`config.mk`:
```
export PLATFORM = sky130hd
export DESIGN_NAME = ball_ctl
export DESIGN_NICKNAME = d
export VERILOG_FILES = /design/src/rtl/ball_ctl.sv
export SDC_FILE = /design/constraint.sdc
export NUM_CORES = 1
export LEC_CHECK = 0
export CAP_MARGIN = 20
export CORE_MARGIN = 2
export CORE_UTILIZATION = 33
export CTS_CLUSTER_SIZE = 25
export DETAILED_ROUTE_END_ITERATION = 7
export GPL_TIMING_DRIVEN = 0
export PLACE_DENSITY = 0.55
export SETUP_SLACK_MARGIN = 0.05
export SYNTH_ARGS = -nofsm -noshare
export SYNTH_HDL_FRONTEND = slang
export SYNTH_SLANG_ARGS = --single-unit
```
`constraint.sdc`:
```
create_clock -name pclk -period 4.7 [get_ports pclk]
set_clock_uncertainty 0.2 [all_clocks]
set_input_delay 0.47 -clock pclk [delete_from_list [all_inputs] [get_ports pclk]]
set_output_delay 0.47 -clock pclk [all_outputs]
set_load 0.02 [all_outputs]
```
`src/rtl/ball_ctl.sv`:
```
// ball_ctl: per-frame ball physics for the ball sprite stage.
//   Integrates position/velocity once per video frame (rising edge of vblnk)
//   under constant gravity, folds per-pixel collision flags gathered during
//   the frame into bounces, and reports floor landings as point pulses.
// Ports:
//   pclk, rst (sync, active high)      clock / reset
//   vblnk                              vertical blank, rising edge = frame tick
//   start                              serve launch, sampled on ticks in SERVE
//   pl1_col, pl2_col, net_col          per-pixel collision flags
//   xpos, ypos [11:0]                  sprite top-left, integer px
//   point_pl1, point_pl2               one-cycle score pulses
//   in_play                            ball is in flight
// Build option: define BALL_VCLAMP_EN to saturate vx/vy to +/-VMAX after each
//   velocity update; otherwise the 10-bit signed velocities wrap.
module ball_ctl #(
    parameter int X_MIN       = 0,
    parameter int X_MAX       = 736,
    parameter int FLOOR_Y     = 536,
    parameter int NET_X       = 400,
    parameter int SERVE_X1    = 150,
    parameter int SERVE_X2    = 586,
    parameter int SERVE_Y     = 100,
    parameter int GRAVITY     = 4,
    parameter int BOUNCE_VY   = 96,
    parameter int VX_HIT      = 48,
    parameter int VMAX        = 160,
    parameter int HOLD_FRAMES = 60
) (
    input  logic        pclk,
    input  logic        rst,
    input  logic        vblnk,
    input  logic        start,
    input  logic        pl1_col,
    input  logic        pl2_col,
    input  logic        net_col,
    output logic [11:0] xpos,
    output logic [11:0] ypos,
    output logic        point_pl1,
    output logic        point_pl2,
    output logic        in_play
);

`ifdef BALL_VCLAMP_EN
    localparam bit CLAMP_EN = 1'b1;
`else
    localparam bit CLAMP_EN = 1'b0;
`endif

    localparam int HW = $clog2(HOLD_FRAMES + 1);
    localparam logic [HW-1:0] HOLD_LAST = HW'(HOLD_FRAMES - 1);

    // Q12.4 positions, widened to 18-bit signed for overflow-free compares
    localparam logic signed [17:0] XMIN_Q  = 18'(X_MIN * 16);
    localparam logic signed [17:0] XMAX_Q  = 18'(X_MAX * 16);
    localparam logic signed [17:0] FLOOR_Q = 18'(FLOOR_Y * 16);
    localparam logic [15:0] SX1_Q = 16'(SERVE_X1 * 16);
    localparam logic [15:0] SX2_Q = 16'(SERVE_X2 * 16);
    localparam logic [15:0] SY_Q  = 16'(SERVE_Y * 16);
    localparam logic [12:0] NET_C = 13'(NET_X);
    // Q6.4 velocity constants, one guard bit above the 10-bit register
    localparam logic signed [10:0] BVY    = 11'(BOUNCE_VY);
    localparam logic signed [10:0] VXH    = 11'(VX_HIT);
    localparam logic signed [10:0] GRV    = 11'(GRAVITY);
    localparam logic signed [10:0] VMAX_S = 11'(VMAX);
    localparam logic signed [10:0] VMIN_S = -VMAX_S;

    typedef enum logic [1:0] {SERVE, FLY, SCORED} state_t;

    state_t             state, state_nx;
    logic [15:0]        px, py, px_nx, py_nx;
    logic signed [9:0]  vx, vy, vx_nx, vy_nx;
    logic               srv, srv_nx;
    logic [HW-1:0]      hold_cnt, hold_nx;
    logic               vblnk_d, tick;
    logic               c1, c2, cn;
    logic               pt1_nx, pt2_nx;
    logic               hit1;
    logic [12:0]        ctr_now, ctr_new;
    logic signed [10:0] vx_t, vy_t;
    logic signed [9:0]  vx_v, vy_v;
    logic signed [17:0] nx, ny;

    // Saturate when the clamp is built in, else drop the guard bit (wrap).
    function automatic logic signed [9:0] vfix(input logic signed [10:0] v);
        if (CLAMP_EN && v > VMAX_S) return VMAX_S[9:0];
        if (CLAMP_EN && v < VMIN_S) return VMIN_S[9:0];
        return v[9:0];
    endfunction

    function automatic logic signed [9:0] vabs(input logic signed [9:0] v);
        return v[9] ? -v : v;
    endfunction

    assign tick      = vblnk & ~vblnk_d;
    assign xpos      = px[15:4];
    assign ypos      = py[15:4];
    assign in_play   = (state == FLY);
    assign ctr_now   = {1'b0, px[15:4]} + 13'd32;

    always_comb begin
        state_nx = state;
        px_nx    = px;
        py_nx    = py;
        vx_nx    = vx;
        vy_nx    = vy;
        srv_nx   = srv;
        hold_nx  = hold_cnt;
        pt1_nx   = 1'b0;
        pt2_nx   = 1'b0;
        hit1     = c1 && (ctr_now < NET_C);
        vx_t     = '0;
        vy_t     = '0;
        vx_v     = '0;
        vy_v     = '0;
        nx       = '0;
        ny       = '0;
        ctr_new  = '0;
        case (state)
            SERVE: begin
                px_nx = srv ? SX2_Q : SX1_Q;
                py_nx = SY_Q;
                vx_nx = '0;
                vy_nx = '0;
                if (tick && start) state_nx = FLY;
            end
            FLY: if (tick) begin
                vx_t = {vx[9], vx};
                vy_t = {vy[9], vy};
                // player 1 only counts while the ball is on its side
                if (hit1 || c2) begin
                    vy_t = -BVY;
                    vx_t = hit1 ? VXH : -VXH;
                end else if (cn) begin
                    vx_t = -vx_t;
                end else begin
                    vy_t = vy_t + GRV;
                end
                vx_v = vfix(vx_t);
                vy_v = vfix(vy_t);

                nx = {2'b00, px} + {{8{vx_v[9]}}, vx_v};
                if (nx < XMIN_Q) begin
                    px_nx = XMIN_Q[15:0];
                    vx_v  = vabs(vx_v);
                end else if (nx > XMAX_Q) begin
                    px_nx = XMAX_Q[15:0];
                    vx_v  = -vabs(vx_v);
                end else begin
                    px_nx = nx[15:0];
                end

                ny = {2'b00, py} + {{8{vy_v[9]}}, vy_v};
                if (ny[17]) begin
                    py_nx = '0;
                    vy_v  = vabs(vy_v);
                end else begin
                    py_nx = ny[15:0];
                end
                vx_nx = vx_v;
                vy_nx = vy_v;

                if (!ny[17] && ny >= FLOOR_Q) begin
                    py_nx    = FLOOR_Q[15:0];
                    vx_nx    = '0;
                    vy_nx    = '0;
                    state_nx = SCORED;
                    hold_nx  = '0;
                    // landing on player 1's half scores for player 2
                    ctr_new  = {1'b0, px_nx[15:4]} + 13'd32;
                    if (ctr_new < NET_C) begin
                        pt2_nx = 1'b1;
                        srv_nx = 1'b1;
                    end else begin
                        pt1_nx = 1'b1;
                        srv_nx = 1'b0;
                    end
                end
            end
            SCORED: if (tick) begin
                if (hold_cnt == HOLD_LAST) begin
                    state_nx = SERVE;
                    hold_nx  = '0;
                    px_nx    = srv ? SX2_Q : SX1_Q;
                    py_nx    = SY_Q;
                end else begin
                    hold_nx = hold_cnt + HW'(1);
                end
            end
            default: state_nx = SERVE;
        endcase
    end

    always_ff @(posedge pclk) begin
        if (rst) begin
            state     <= SERVE;
            px        <= SX1_Q;
            py        <= SY_Q;
            vx        <= '0;
            vy        <= '0;
            srv       <= 1'b0;
            hold_cnt  <= '0;
            vblnk_d   <= 1'b0;
            c1        <= 1'b0;
            c2        <= 1'b0;
            cn        <= 1'b0;
            point_pl1 <= 1'b0;
            point_pl2 <= 1'b0;
        end else begin
            state     <= state_nx;
            px        <= px_nx;
            py        <= py_nx;
            vx        <= vx_nx;
            vy        <= vy_nx;
            srv       <= srv_nx;
            hold_cnt  <= hold_nx;
            vblnk_d   <= vblnk;
            // a flag seen on the tick cycle belongs to the next frame
            c1        <= tick ? pl1_col : (c1 | pl1_col);
            c2        <= tick ? pl2_col : (c2 | pl2_col);
            cn        <= tick ? net_col : (cn | net_col);
            point_pl1 <= pt1_nx;
            point_pl2 <= pt2_nx;
        end
    end

endmodule
```
Word-level counts from Yosys, hierarchy flattened

Index checks and enable logic that the tools add are counted.

Flip-flop bits (word level): 67
Bits of input ports: 7
Logic and storage cells: 110

Mux-type cells: 51
Reduce and logical (&&, ||, !) cells: 15
Bitwise operators: 8
Equality and inequality tests: 8
Order comparisons: 5
Add/sub/neg operators: 10

Operators by type and width:

| cell                                                                 | count |
|---|---|
| 2-to-1 mux 16 bit                                                    | 12 |
| 2-to-1 mux 10 bit                                                    | 18 |
| case mux 16 bit (3 select lines)                                     | 2 |
| negation 10 bit                                                      | 4 |
| case mux 10 bit (2 select lines)                                     | 2 |
| adder 17 x 10 -> 18 bit                                              | 2 |
| adder 12 x 6 -> 13 bit (second input constant)                       | 2 |
| less-than comparator 13 x 9 -> 1 bit (second input constant)         | 2 |
| 2-to-1 mux 6 bit                                                     | 4 |
| greater-or-equal comparator 18 x 15 -> 1 bit (second input constant) | 1 |
| > comparator 18 x 15 -> 1 bit (second input constant)                | 1 |
| less-than comparator 18 x 1 -> 1 bit (second input constant)         | 1 |
| 2-to-1 mux 14 bit                                                    | 1 |
| case mux 6 bit (2 select lines)                                      | 1 |
| adder 10 x 4 -> 10 bit (second input constant)                       | 1 |
| 2-to-1 mux 2 bit                                                     | 5 |
| AND reduction 4 bit                                                  | 2 |
| adder 6 x 1 -> 6 bit (second input constant)                         | 1 |
| equality test 6 bit (second input constant)                          | 1 |
| inequality test 2 bit (second input constant)                        | 3 |
| case mux 2 bit (3 select lines)                                      | 1 |
| 2-to-1 mux 1 bit                                                     | 5 |
| AND reduction 5 bit                                                  | 1 |
| inequality test 2 x 1 -> 1 bit (second input constant)               | 2 |
| 14 further kinds                                                     | 22 |

Longest topological paths before layout

Gate-level depths: netlist of run 1.

Depth after elaboration: 16
Depth in mapped cells: 23
Depth with buffers taken out: 19

Worst setup path before layout of run 1

No wires, ideal clock.

Kind: reg2reg
Start: register cn
End: register vx[3]
Cell stages (with the launch flop): 19
Path buffers: 2
Path slack: 0.137 ns
Data arrival time: 4.300 ns
Period minus slack after synthesis: 4.563 ns
Library setup time: 0.062 ns
Cell sequence: dfxtp_1 > clkbuf_1 > nor4bb_1 > nand3_1 > xnor2_1 > nor2_1 > inv_1 > ha_1 > o21ai_0 > o21bai_1 > o21ba_2 > o31a_1 > o21bai_1 > xnor2_1 > a31oi_1 > or2_2 > clkbuf_1 > o311a_1 > nand3_1

Longest elaborated chain between the ends: 12
Elaborated cells between the ends (all ways): 23

Ends and longest elaborated chain:

| element                                                                         | RTL line | source |
|---|---|---|
| start: declaration                                                              | 75       | `logic c1, c2, cn;` |
| start signal: assignment                                                        | 220      | `cn <= tick ? net_col : (cn \| net_col);` |
| parallel branches: the longest is 9 deep, another holds adder 17 x 10 -> 18 bit | n/a      |  |
| 2-to-1 mux 10 bit *                                                             | 162      | `if (!ny[17] && ny >= FLOOR_Q) begin` |
| 2-to-1 mux 10 bit *                                                             | 126      | `FLY: if (tick) begin` |
| case mux 10 bit (2 select lines) *                                              | 118      | `case (state)` |
| end signal: assignment                                                          | 212      | `vx <= vx_nx;` |
| end: declaration                                                                | 71       | `logic signed [9:0] vx, vy, vx_nx, vy_nx;` |

Every way passes the cells marked *. The select of a mux whose other input is x is not followed.
A chain may end at the register's enable or synchronous reset.

Worst setup path after layout of run 1

Start: register px[9]
End: register vx[3]

Longest elaborated chain between the ends: 15
Elaborated cells between the ends (all ways): 26

Ends and longest elaborated chain:

| element                                                                          | RTL line | source |
|---|---|---|
| start: declaration                                                               | 70       | `logic [15:0] px, py, px_nx, py_nx;` |
| start signal: assignment                                                         | 210      | `px <= px_nx;` |
| parallel branches: the longest is 12 deep, another holds adder 17 x 10 -> 18 bit | n/a      |  |
| 2-to-1 mux 10 bit *                                                              | 162      |  |
| 2-to-1 mux 10 bit *                                                              | 126      |  |
| case mux 10 bit (2 select lines) *                                               | 118      |  |

Marks and branches as above.

==> out/qor.yml, run 1 <==
min_path:
  hold_path.class: "flop to flop"
  hold_depth: 2
  hp-start: "vy[0]"
  holdPathEnd: "vy[0]"
timing:
  rsz0062_at_grt: "true"
  maxSlewHeadroom_pct: 46.1
  hold_viol: 0
  setup_viol: 0
  min_period_ns: 4.52
  finalCritPeriodShare_pct: 96.1
  worst_slew_pin_slew_ns: 0.809
  final_max_slew_viol_count: 0
  tns_ns: 0
  max_freq_mhz: 221
synthesis:
  synth_compound_area_share_pct: 26.0
  ys_seq_elements: 67
  ys_warn_count: 0
  ys_seq_area_share_pct: 21.2
  syn_area_um2: 6320
  synthXorXnorAreaFrac_pct: 7.07
  ys_types: 86
  synthSimpleGateAreaFrac_pct: 26.0
  synth-adder-area-share_pct: 8.52
  synthesis.nets: 890
  synth-edff-count: 0
  muxShareOfSynthArea_pct: 2.61
  synth_top_family_by_area: "simple AND/OR/NAND/NOR gates"
  synthFlopType: "dfxtp_1"
  syn_inst: 842
  async_flop_share_pct: 0
  synth.avg_cell_area_um2: 7.50
critical_path:
  arrival_ns: 4.59
  ff2ff_path_depth: 16
  worstReg2RegEnd: "vx[3]"
  worstPathRequired_ns: 4.77
  crit_type: "flop to flop"
  worst_setup_path_start_kind: "flop"
  worstSetupEndpointType: "flop"
  r2r-start: "px[9]"
  path_max_fanout: 10
  regToRegSetupSlack_ns: 0.18
clock_network:
  cts_tree: "built"
  cts-root-buf: "clkbuf_16"
  hold_buffers: 0
  cts.sinks: 67
  clk_latency_ns: 0.34
  cts_made_buffers: 9
  clockBufferDepth: 2
  clk_pin_slew_ns: 0.06
  htreeDepth: 3
global_route:
  grt_max_degree: 15
  grt_usage_pct: 19.4
  gr-total-overflow: 0
  grt_pass1_wl_mm: 31.3
  grt_pass1_vias: 5890
  antenna_found_initial: 0
placement:
  routabilityCongestion: 0.907
  io_buffer_count: 33
  dpl.hpwl_mm: 14.5
finish:
  final_cell_mix: "78 x nor2_1, 66 x buf_4, 62 x nand2_1"
  layout.nets: 966
  drive_gt1_share_pct: 23.8
  syn2layout_area_growth_pct: 30.8
  antennaDiodeCount: 0
  multi_input_area_um2: 5100
  final_util_pct: 44.0
  fillCellCount: 1913
  final_common_cell: "nor2_1"
  seqCellArea_um2: 1360
routing:
  wire_per_inst_um: 17.4
  first_pass_iters: 5
  wirelength_mm: 20.1
  drt-initial-drc-count: 496
  drc: 0
  antenna_left: 0
  via_per_inst: 5.69
  vias: 6582
status:
  status: "completed"
floorplan:
  core-area_um2: 18800
  die_x_um: 142
  dieArea_um2: 20300
  initial_utilization_pct: 33.7
  rows: 50
  ios: 34
  die_h_um: 142
power_and_ir_drop:
  leakagePower_nw: 3.10
  ir_worst_vdd_v: 0.000198
  power.density_nw_per_um2: 271
flow_run:
  drv_cap: 0
flip-flops by register name (all words and copies together), names as in the netlist, 2 cells and up:
name / flops
hold_cnt: 6
vx: 10
px: 16
state: 2
vy: 10
py: 16
report_power, final:
part | internal [mW] | switching, mW | leakage, nW
Sequential | 0.587 | 0.0245 | 0.547
Clock | 0.412 | 0.275 | 0.137
Combinational | 0.387 | 0.558 | 2.41
routing by layer:
layer / global-route usage, % / part of all wire [%] / up-vias
met4: 6.10 / 2.0 / 0
met3: 2.76 / 4.0 / 24
met2: 32.7 / 47 / 158
li1: - / - / 3245
met1: 25.6 / 47 / 3155
met5: 0 / 0 / -
critical path: stages, from the launching register on:
cell and delay [ns]:
dfxtp_2 0.39, nand4_1 0.22, buf_4 0.22, a31o_4 0.22, buf_4 0.20, nor2_2 0.22
ha_1 0.32, a21oi_1 0.19, o22ai_2 0.15, o221ai_1 0.25, xor2_1 0.24, nand4_1 0.19
o41ai_4 0.47, a31oi_4 0.21, or4_1 0.51, o311a_1 0.15, nand3_1 0.10
stage by stage:
step           worst slack (ns)  hold WS (ns)  instances  cell area [um^2]  total power, mW
2_1_floorplan             0.137         0.216        842              6320             1.16
6_report                  0.182         0.259       1157              8260             2.24
5_1_grt                 0.00548         0.287       1157              8260             2.35
3_3_place_gp              -1.42         0.224       1109              6940             1.36
3_5_place_dp              -1.36         0.233       1109              6940             1.36
4_1_cts                  0.0294         0.257       1140              7750             2.14
final cells by class:
type,count,area share (%)
well taps,234,3.54
clock buffers,12,2.86
multi-input cells,665,61.8
flip-flops and latches,67,16.5
inverters,45,2.18
clock inverters,4,0.621
plain buffers,56,4.60
repair buffers,74,7.96
cell families after synthesis:
group           Yosys count
fa+ha+maj                42
simple gates            319
flops                    67
mux                      15
xor+xnor                 51
compound gates          238
buf+inv                 110
worst max-delay path by stage:
| stage | startpoint | depth (start not counted) | to | slack, ns |
|---|---|---|---|---|
| finish | px[9] | 16 | vx[3] | 0.18 |
| global route | px[12] | 17 | hold_cnt[0] | 0.005 |
| CTS | px[13] | 21 | py[4] | 0.03 |
| detailed placement | px[15] | 18 | py[4] | -1.36 |
| global placement | px[15] | 18 | py[4] | -1.42 |
| floorplan | cn | 18 | vx[3] | 0.14 |
timing repair:
action	4_1_cts	5_1_grt
endpoints found under the setup margin	59	57
buffers inserted	20	21
pin swaps	18	37
gates resized for setup	79	103
endpoints found under the hold margin	0	0
synth_stat cells (3+ instances only):
master	instances	area, um^2
or3_1	10	62.6
clkbuf_1	26	97.6
and2_1	4	25.0
a22oi_1	10	75.1
ha_1	39	488
a211oi_1	7	52.6
nand2b_1	14	87.6
a211o_1	4	35.0
xor2_1	19	166
a32oi_1	7	61.3
or4_1	5	37.5
a21o_1	4	30.0
nor3b_1	5	37.5
nor3_2	4	40.0
nor4_1	7	43.8
and4_1	3	26.3
mux2i_1	12	120
o21bai_1	3	22.5
buf_1	6	22.5
or2_2	8	50.1
dfxtp_1	67	1340
nand4_1	13	81.3
a311oi_1	4	35.0
nand2_1	66	248
o211ai_1	9	67.6
o21a_1	10	75.1
o211a_1	4	40.0
nor3_1	23	115
o21ai_0	38	190
nor2b_1	14	87.6
buf_2	5	25.0
and3_1	11	68.8
o221ai_1	5	43.8
a41oi_1	4	35.0
o311ai_0	4	35.0
nor2_1	87	327
xnor2_1	32	280
buf_4	24	180
o31ai_1	14	105
a31oi_1	17	106
a22o_1	4	35.0
a21oi_1	54	270
inv_1	43	161
nand3_1	31	155
o22ai_1	6	37.5
No activity file was read; power rests on OpenSTA's default activity.
==> run 2: changes to the inputs <==
CAP_MARGIN = 10   (was 20)
CTS_BUF_LIST = sky130_fd_sc_hd__clkbuf_4 sky130_fd_sc_hd__clkbuf_8   (was default)
GPL_ROUTABILITY_DRIVEN = 1   (was default)
==> out/qor.yml, run 2 (synthesis gave the netlist of run 1 again) <==
min_path:
  hold_path.class: "flop to flop"
  hp-start: "vy[0]"
  hold_depth: 2
finish:
  syn2layout_area_growth_pct: 29.7
  top_regs: "px: 16 flops, py: 16 flops"
  antennaDiodeCount: 0
  design_area_um2: 8190
  drive_gt1_share_pct: 24.4
  final_common_cell: "nor2_1"
  final_cell_mix: "78 x nor2_1, 64 x buf_4, 61 x nand2_1"
  layout.nets: 964
  final_util_pct: 43.6
routing:
  first_pass_iters: 6
  antenna_left: 0
  vias: 6536
  wirelength_mm: 20.0
  wire_per_inst_um: 17.3
  drc: 0
  via_per_inst: 5.66
  drt-initial-drc-count: 523
clock_network:
  cts_made_buffers: 9
  clk_pin_slew_ns: 0.08
  hold_buffers: 0
  clockBufferDepth: 2
  clk_latency_ns: 0.38
  cts.sinks: 67
  cts_tree: "built"
  htreeDepth: 3
  cts-root-buf: "clkbuf_8"
critical_path:
  cp_slowest_cell: "o41ai_4"
  worstPathRequired_ns: 4.81
  arrival_ns: 4.67
  crit_chain: "nand4_1 > buf_4 > a31o_4 > buf_4 > nor2_2 > ha_1 > a21oi_1 > o22ai_2 > o221ai_1 > xor2_1 > nand4_1 > o41ai_4 > a31oi_4 > or2_4 > o311a_1 > nand3_1"
  worstSetupEndpointType: "flop"
  r2r-start: "px[12]"
  crit_path_start: "px[12]"
  cp.depth: 16
  crit_family: "compound AO/OA/AOI/OAI gates"
  path_max_fanout: 10
  critPathMaxStageDelay_ns: 0.47
  cp_num_buf_inv: 2
  worst_setup_path_start_kind: "flop"
  crit_type: "flop to flop"
  ff2ff_path_depth: 16
timing:
  max_freq_mhz: 219
  hold_ws_ns: 0.262
  hold_viol: 0
  min_period_ns: 4.56
  setup_ws_ns: 0.141
  setup_viol: 0
  final_max_slew_viol_count: 0
  worst_slew_pin_slew_ns: 0.810
  finalCritPeriodShare_pct: 97.0
  rsz0062_at_grt: "true"
  maxSlewHeadroom_pct: 46.0
floorplan:
  die_x_um: 142
  initial_utilization_pct: 33.7
  dieArea_um2: 20300
  rows: 50
  ios: 34
  core-area_um2: 18800
  die_h_um: 142
power_and_ir_drop:
  leakagePower_nw: 3.07
  ir_worst_vdd_v: 0.000140
  power_mw: 2.09
  power.density_nw_per_um2: 255
global_route:
  antenna_found_initial: 0
  use_met3_pct: 3.13
  grt_pass1_wl_mm: 31.3
  busiest_layer: "met2"
  grt_usage_pct: 19.4
  gr-total-overflow: 0
  grt_max_degree: 15
  grt_pass1_vias: 5891
  use_met1_pct: 25.7
  use_met2_pct: 33.2
placement:
  io_buffer_count: 33
  postPlaceCellArea_um2: 6940
  dpl.hpwl_mm: 14.5
  routabilityCongestion: 0.907
  post-place-ws_ns: -1.36
status:
  status: "completed"
flow_run:
  drv_cap: 0
==> run 2: cell types whose count changed in the layout (fill, tap and decap cells not counted), moves of 2 or more <==
cell and delta:
clkbuf_16 -9, clkbuf_8 +9, clkbuf_1 -3, a21oi_1 -2, a21oi_2 +2, buf_4 -2
clkbuf_4 +2, o21ai_0 -2
==> run 2: worst paths after layout <==
kind,end,slack [ns]
worst max-delay path,vx[3],0.14
worst min-delay path,vy[0],0.26
worst max register to register,vx[3],0.14
worst min register to register,vy[0],0.26
==> run 2: layout make-up <==
type / count / area [um^2]
flip-flops and latches: 67 / 1360
clock inverters: 4 / 51.3
well taps: 234 / 293
clock buffers: 12 / 146
repair buffers: 72 / 656
fillers: 1921 / 10600
multi-input cells: 665 / 5120
inverters: 45 / 180
plain buffers: 56 / 374
==> run 2: stage by stage <==
step	std cells	TNS, ns
2_1_floorplan	842	0
3_3_place_gp	1109	-59.43
3_5_place_dp	1109	-59.84
4_1_cts	1140	0
5_1_grt	1155	0
6_report	1155	0
==> run 2: worst register-to-register path: cells and delay by family (launching register included) <==
family | cells | cell delay [ns]
AO/OA/AOI/OAI | 7 | 1.86
adder cells (fa/ha/maj) | 1 | 0.32
flip-flops | 1 | 0.39
AND/OR/NAND/NOR | 5 | 1.05
buffers and inverters | 2 | 0.42
XOR/XNOR | 1 | 0.24
==> run 2: repair_timing <==
action,4_1_cts,5_1_grt
pin swaps,18,37
endpoints found under the hold margin,0,0
gates resized for setup,80,106
setup buffers,20,19
endpoints found under the setup margin,59,55
==> run 2: report_power, final <==
part / switching, mW / leakage (nW) / total, mW / internal, mW
clock: 0.253 / 0.101 / 0.517 / 0.263
combinational: 0.567 / 2.42 / 0.960 / 0.393
sequential: 0.0236 / 0.547 / 0.609 / 0.585
total: 0.844 / 3.07 / 2.09 / 1.24
==> run 2: layer usage <==
layer	vias up	part of all wire (%)	wire (um)
li1	3228	-	-
met2	145	48	9540
met1	3141	46	9300
met4	0	1.4	290
met5	-	0	0
met3	22	4.4	883
==> run 3: changes to the inputs <==
CTS_CLUSTER_SIZE = 20   (was 25)
PLACE_DENSITY = 0.59   (was 0.55)
clock period = 4 ns   (was 4.7 ns; I/O delays follow)
==> out/qor.yml, run 3 (synthesis gave the netlist of run 1 again) <==
global_route:
  grt_usage_pct: 21.8
  gr-total-overflow: 0
  antenna_found_initial: 0
  grt_pass1_vias: 6690
  grt_pass1_wl_mm: 35.3
  grt_max_degree: 15
timing:
  setup_ws_ns: -0.593
  min_period_ns: 4.59
  finalCritPeriodShare_pct: 115
  hold_viol: 0
  setup_viol: 58
  max_freq_mhz: 218
  final_max_slew_viol_count: 0
  rsz0062_at_grt: "true"
  maxSlewHeadroom_pct: 44.6
  worst_slew_pin_slew_ns: 0.832
routing:
  vias: 7172
  wirelength_mm: 22.9
  antenna_left: 0
  wire_per_inst_um: 18.7
  drt-initial-drc-count: 691
  via_per_inst: 5.85
  drc: 0
  first_pass_iters: 7
status:
  violations: "negative setup slack"
  status: "finished, violations left"
critical_path:
  worst_setup_path_start_kind: "flop"
  worstSetupEndpointType: "flop"
  arrival_ns: 4.66
  worstPathRequired_ns: 4.07
  cp_slowest_cell: "or4_4"
  crit_top_cell: "buf_4"
  critPathMaxStageDelay_ns: 0.55
  crit_type: "flop to flop"
  path_max_fanout: 2
clock_network:
  clockBufferDepth: 2
  cts.sinks: 67
  clk_latency_ns: 0.39
  cts_made_buffers: 9
  hold_buffers: 0
  cts-root-buf: "clkbuf_8"
  htreeDepth: 3
  cts_tree: "built"
  clk_pin_slew_ns: 0.10
finish:
  final_util_pct: 50.1
  drive_gt1_share_pct: 38.1
  final_common_cell: "buf_4"
  instances_no_fill: 1227
  final_cell_mix: "113 x buf_4, 75 x nor2_1, 59 x nand2_1"
  design_area_um2: 9410
  top_regs: "px: 16 flops, py: 16 flops"
  antennaDiodeCount: 0
  layout.nets: 1036
  syn2layout_area_growth_pct: 48.9
floorplan:
  core-area_um2: 18800
  dieArea_um2: 20300
  rows: 50
  die_x_um: 142
  die_h_um: 142
  initial_utilization_pct: 33.7
  ios: 34
placement:
  dpl.hpwl_mm: 14.7
  postPlaceCellArea_um2: 7360
  io_buffer_count: 33
  post-place-ws_ns: -0.986
  dp.cells: 1109
  routabilityCongestion: 0.906
power_and_ir_drop:
  leakagePower_nw: 3.59
  ir_worst_vdd_v: 0.000158
  power.density_nw_per_um2: 299
flow_run:
  drv_cap: 0
min_path:
  hold_path.class: "flop to flop"
## run 3: cell types whose count changed in the layout (fill, tap and decap cells not counted), sizes merged
cell,before,now
inv,43,45
clkinv,3,4
nor2,88,89
buf,80,148
## run 3: layer usage
metal | vias up | GRT usage (%) | routed length [um]
li1 | 3372 | - | -
met1 | 3432 | 29.6 | 10500
met2 | 291 | 34.8 | 10300
met3 | 77 | 3.03 | 1240
met4 | 0 | 8.70 | 884
met5 | - | 0 | 0
## run 3: worst paths after layout
| kind | from | cells past startpoint | slack (ns) | end |
|---|---|---|---|---|
| worst max register to register | vx[2] | 26 | -0.59 | vx[9] |
| worst max-delay path | vx[2] | 26 | -0.59 | vx[9] |
| worst min register to register | vy[0] | 2 | 0.29 | vy[0] |
| worst min-delay path | vy[0] | 2 | 0.29 | vy[0] |
## run 3: repair_timing
action / in CTS / in global routing
pin swaps: 86 / 59
gates resized for setup: 150 / 82
setup buffers: 84 / 26
endpoints found under the setup margin: 59 / 59
cloned: 3 / 1
## run 3: cell type report
| type | instances | area [um^2] |
|---|---|---|
| sequential | 67 | 1390 |
| buffer | 55 | 412 |
| clock inverter | 7 | 82.6 |
| tap | 234 | 293 |
| timing repair buffer | 144 | 1290 |
| clock buffer | 9 | 124 |
| fill | 1737 | 9360 |
| inverter | 45 | 189 |
| multi-input combinational | 666 | 5630 |
## run 3: critical path: cells and delay by family, from the launching register on
family                    cells  cell delay, ns
buffers and inverters        16            1.95
AOI/OAI and AO/OA             4            0.85
and+or+nand+nor               4            0.84
DFF                           1            0.34
muxes                         1            0.19
xor gates and xnor gates      1            0.11
## run 3: where the power goes
part	switching [mW]	internal (mW)
clock	0.341	0.298
sequential	0.0259	0.685
combinational	0.821	0.645
total	1.19	1.63
## run 3: metrics by stage
stage               setup TNS, ns  hold WS (ns)  power [mW]
finish                     -22.89         0.292        2.82
detailed placement         -47.87         0.273        1.67
global placement           -45.17         0.275        1.67
CTS                        -17.79         0.293        2.60
floorplan                   -3.30         0.250        1.44
global route               -31.93         0.311        2.93
